## config.mk

```make
export PLATFORM = sky130hd
export DESIGN_NAME = por_sequencer
export DESIGN_NICKNAME = d
export VERILOG_FILES = /design/src/rtl/por_sequencer.sv
export SDC_FILE = /design/constraint.sdc
export NUM_CORES = 1
export LEC_CHECK = 0
export BUFFER_PORTS_ARGS = -buffer_cell sky130_fd_sc_hd__buf_2
export CAP_MARGIN = 20
export CORE_UTILIZATION = 55
export CTS_BUF_LIST = sky130_fd_sc_hd__clkbuf_4 sky130_fd_sc_hd__clkbuf_8
export CTS_CLUSTER_DIAMETER = 150
export DETAILED_ROUTE_END_ITERATION = 8
export HOLD_SLACK_MARGIN = 0.03
export MAX_ROUTING_LAYER = met4
export PLACE_DENSITY = 0.77
export RECOVER_POWER = 100
export SLEW_MARGIN = 20
export SYNTH_ARGS = -nofsm -noshare
export SYNTH_HDL_FRONTEND = slang
export SYNTH_SLANG_ARGS = --single-unit
export TNS_END_PERCENT = 5
```

## constraint.sdc

```tcl
create_clock -name clk -period 2.23 [get_ports clk]
set_clock_uncertainty 0.15 [all_clocks]
set_input_delay 0 -clock clk [delete_from_list [all_inputs] [get_ports clk]]
set_output_delay 0 -clock clk [all_outputs]
set_load 0.01 [all_outputs]
```

## src/rtl/por_sequencer.sv

```systemverilog
// Power-on reset sequencer: synchronizes por_l, debounces it, then
// releases the I/O-ring reset, the core reset and por_done in order.
module por_sequencer #(
    parameter int SYNC_STAGES     = 2,
    parameter int DEBOUNCE_CYCLES = 16,
    parameter int STAGE_DELAY     = 8
) (
    input  logic       clk,
    input  logic       reset,
    input  logic       por_l,
    input  logic       force_por,
    output logic       resetn_io,
    output logic       resetn_core,
    output logic       por_done,
    output logic [2:0] state,
    output logic [7:0] glitch_cnt
);

    typedef enum logic [2:0] {
        S_HOLD       = 3'd0,
        S_DEBOUNCE   = 3'd1,
        S_STAGE_IO   = 3'd2,
        S_STAGE_CORE = 3'd3,
        S_READY      = 3'd4
    } state_t;

    localparam logic [7:0] DB_LAST = 8'(DEBOUNCE_CYCLES - 1);
    localparam logic [7:0] SD_LAST = 8'(STAGE_DELAY - 1);

    logic [SYNC_STAGES-1:0] r_sync;
    state_t                 r_state;
    state_t                 w_next;
    logic [7:0]             r_cnt;
    logic [7:0]             w_cnt_next;
    logic                   w_por_s;
    logic                   w_abort;

    always_ff @(posedge clk) begin
        if (reset) begin
            r_sync <= '0;
        end else begin
            r_sync <= {r_sync[SYNC_STAGES-2:0], por_l};
        end
    end

    assign w_por_s = r_sync[SYNC_STAGES-1];

    // Priority: force_por, then a low por_s, then counter progress.
    always_comb begin
        w_next  = r_state;
        w_abort = 1'b0;
        if (force_por) begin
            w_next = S_HOLD;
        end else if (!w_por_s) begin
            w_next  = S_HOLD;
            w_abort = (r_state == S_DEBOUNCE);
        end else begin
            unique case (r_state)
                S_HOLD:       w_next = S_DEBOUNCE;
                S_DEBOUNCE:   if (r_cnt == DB_LAST) w_next = S_STAGE_IO;
                S_STAGE_IO:   if (r_cnt == SD_LAST) w_next = S_STAGE_CORE;
                S_STAGE_CORE: if (r_cnt == SD_LAST) w_next = S_READY;
                S_READY:      w_next = S_READY;
                default:      w_next = S_HOLD;
            endcase
        end
    end

    always_comb begin
        w_cnt_next = r_cnt;
        if (w_next != r_state) begin
            w_cnt_next = 8'd0;
        end else if (r_state != S_HOLD && r_state != S_READY
                     && r_cnt != 8'hFF) begin
            w_cnt_next = r_cnt + 8'd1;
        end
    end

    // Outputs decode the next state so they change with the state register.
    always_ff @(posedge clk) begin
        if (reset) begin
            r_state     <= S_HOLD;
            r_cnt       <= 8'd0;
            resetn_io   <= 1'b0;
            resetn_core <= 1'b0;
            por_done    <= 1'b0;
            glitch_cnt  <= 8'd0;
        end else begin
            r_state     <= w_next;
            r_cnt       <= w_cnt_next;
            resetn_io   <= (w_next == S_STAGE_IO) ||
                           (w_next == S_STAGE_CORE) ||
                           (w_next == S_READY);
            resetn_core <= (w_next == S_STAGE_CORE) ||
                           (w_next == S_READY);
            por_done    <= (w_next == S_READY);
            if (w_abort && glitch_cnt != 8'hFF) begin
                glitch_cnt <= glitch_cnt + 8'd1;
            end
        end
    end

    assign state = r_state;

endmodule

```

==> summary.md <==
| Metric | Value |
|---|---|
| H-tree depth | 1 |
| Synth top area share | 40.89% |
| WL/cell | 14.56 um |
| Ys async rst share | 0% |
| Mean Syn Cell Area | 8.768 um2 |
| Routability Congestion | 0.9154 |
| Unique masters post-synth | 39 |
| Peak Freq | 494.5 MHz |
| Routed WL | 2665 um |
| Synth warn | 0 |
| Clock share of power | 41.3% |
| Pins over their slew limit | 0 |
| Worst vdd ir | 0.0004827 V |
| Period minus WS final | 2.022 ns |
| Syn_nets | 140 |
| Critical path's top delay family | simple AND/OR/NAND/NOR gates |
| Clk_lat worst skew | 0.33 ns |
| Core Box Area | 1982 um2 |
| Clock transition at path regs | 0.13 ns |
| Synth Instances | 134 |
| Worst Slack Setup Final | 0.2076 ns |
| Vias | 1117 |
| Worst-path maximum fanout | 11 |
| CTS tree | done |
| Iter 0 DRT Violations | 21 |
| Post-CTS setup buffers | 0 |
| CP endpoint kind | flop |
| Net Switching | 155.6 uW |
| Post-Route Setup TNS | 0 ns |
| FF+latch count, synth | 24 |
| Final-stage net count | 163 |
| Crit share post-route | 90.69% |
| Post-place setup slack | 0.2950 ns |
| Remaining DRCs | 0 |
| Synth area leaders | dfxtp_1 (41%), a21oi_1 (4.7%), xor2_1 (3.7%), or4_1 (3.2%), nor3_1 (3.0%) |
| Max_slew headroom | 62.78% |
| RSZ-0062 raised after global routing | false |
| Design Power | 780.2 uW |
| P&R area growth vs syn | 14.80% |
| I/O pins | 18 |
| Hold Crit Class | in -> reg |
| Largest net degree at the start of global routing | 15 |
| Layout cell share with drive strength beyond 1 | 9.615% |
| Clock root buffer | clkbuf_4 |
| First-pass GRT wire length | 3884 um |
| Cell area after layout | 1349 um2 |
| DP Area | 1295 um2 |
| Detailed Routing Iterations Pass 1 | 5 |
| Post-synth EDFFs | 0 |
| Starting Density | 59.28% |
| Final hold slack | 0.09723 ns |
| Crit path launch type | flop |
| Hpwl dp | 1778 um |
| Vias per cell | 6.104 |
| Least-Margin Pin Slew | 0.5583 ns |
| Num Clock Sinks | 24 |
| Area leader, netlist | dfxtp_1 |
| CP max stage delay | 0.44 ns |
| Initial antenna violation count | 0 |
| Setup violators final | 0 |
| Combinational share of power | 3.2% |
| Internal | 624.6 uW |
| Critical path class | reg -> reg |
| GRT overflow | 0 |
| CP required | 2.31 ns |
| CP bufs+invs | 0 |
| Pleak | 0.4828 nW |
| IO buf count | 17 |
| ANT cells | 0 |
| Die area | 2325 um2 |
| Hold Vio Cnt, Final | 0 |
| Sequential power share | 55.5% |
| Switching Share | 19.94% |
| CP max stage cell | dfxtp_1 |
| # rows | 16 |
| Mapped Area | 1175 um2 |
| Vias in the first global route | 890 |
| TritonCTS Buffers | 3 |
| Total of max-cap violations | 0 |
| CP arrival | 2.10 ns |
| Top FF cell, synth | dfxtp_1 |
| CTS Buffer Depth | 2 |
| Die Wd | 48.22 um |
| Post-route antenna net violation count | 0 |
| GRT Overall Usage | 25.18% |
| Die Ht | 48.22 um |
| CP Cell Sequence | or2_4, maj3_2, a311o_1, nor4_1 |
| Fillcell total | 174 |
| Pwr Density | 578.4 nW/um2 |
| Outcome | finished clean |
| Part of the Yosys area used for sequential elements | 40.89% |
-- cell usage after synthesis, types with 2 or more instances --
library cell,instances
and2_1,2
nand2b_1,3
nor3_1,7
nor2b_1,2
o21ai_0,7
or3_1,3
xor2_1,5
o2111a_1,2
clkbuf_1,4
or4_1,5
nand4_1,2
o211ai_1,2
ha_1,2
nand3_1,6
mux2i_1,3
nor2_1,8
buf_2,2
inv_1,3
nand2_1,6
a31oi_1,2
dfxtp_1,24
o31ai_1,4
a21oi_1,11
nor4_1,4
-- worst min-delay path: cells and delay by family --
family	cells	cell delay, ns
buf+inv	1	0.09
simple gates	2	0.39
compound gates	1	0.05
-- layout make-up --
class                           instances  area (um2)  share of cell area [%]
Tap cell                               27       33.78                   2.505
Timing Repair Buffer                   25       125.1                   9.276
Multi-Input combinational cell        100       645.6                   47.87
Sequential cell                        24       480.5                   35.62
Clock buffer                            3       22.52                   1.670
Inverter                                3       11.26                  0.8349
Clock inverter                          1       30.03                   2.226
-- power by group through the flow --
stage               Clock [mW]  Sequential, mW  Combinational [mW]
global route             0.337           0.434              0.0273
finish                   0.322           0.433              0.0252
CTS                      0.324           0.433              0.0259
global placement             0           0.442              0.0209
floorplan                    0           0.442              0.0137
detailed placement           0           0.442              0.0213
-- state kept, by name (all words and copies together) (netlist names) --
signal,count
glitch_cnt,8
por_done,1
r_cnt,8
r_sync,2
resetn_core,1
resetn_io,1
state,3
-- cells in the final DEF, fill, tap and decap left out, drive strengths merged, types with 4 or more instances in the layout --
cell	synthesis	layout
a21oi	11	11
buf	3	6
clkbuf	4	19
dfxtp	24	24
nand2	6	6
nand3	6	6
nor2	8	8
nor3	7	7
nor4	5	5
o21ai	7	7
o31ai	4	4
or4	5	5
xor2	5	5
-- per-layer routing --
layer / wire [um] / vias up / track usage (%)
li1: - / 552 / -
met1: 1220 / 526 / 31.74
met2: 1282 / 33 / 37.87
met3: 105 / 6 / 5.185
met4: 57 / 0 / 12.78
met5: 0 / - / -
-- logic make-up (layout without fill, tap and decap cells) --
| logic type | after synthesis | count (layout) | share of synthesized area, % |
|---|---|---|---|
| AND/OR/NAND/NOR | 54 | 54 | 26.30 |
| AO/OA/AOI/OAI | 35 | 35 | 19.38 |
| adder cells (fa/ha/maj) | 3 | 3 | 3.088 |
| buffers and inverters | 10 | 32 | 4.046 |
| XOR/XNOR | 5 | 5 | 3.727 |
| multiplexers | 3 | 3 | 2.556 |
| flip-flops | 24 | 24 | 40.89 |
-- worst paths after layout --
check	startpoint	to	slack, ns	cells past startpoint
hold reg to reg	r_sync[0]	r_sync[1]	0.31	1
setup reg to reg	state[1]	r_cnt[4]	0.21	4
setup / recovery	state[1]	r_cnt[4]	0.21	4
hold / removal	force_por	state[2]	0.1	4
-- per-stage QoR --
stage	util, %	std cells
global placement	65.34	176
finish	68.06	183
floorplan	-	134
global route	68.06	183
detailed placement	65.34	176
CTS	69.51	183
-- timing repair --
action,in CTS,in global routing
endpoints found under the hold margin,10,0
resized for setup,0,0
hold buffers,3,0
Note: power is estimated with default switching activity, not from simulation.
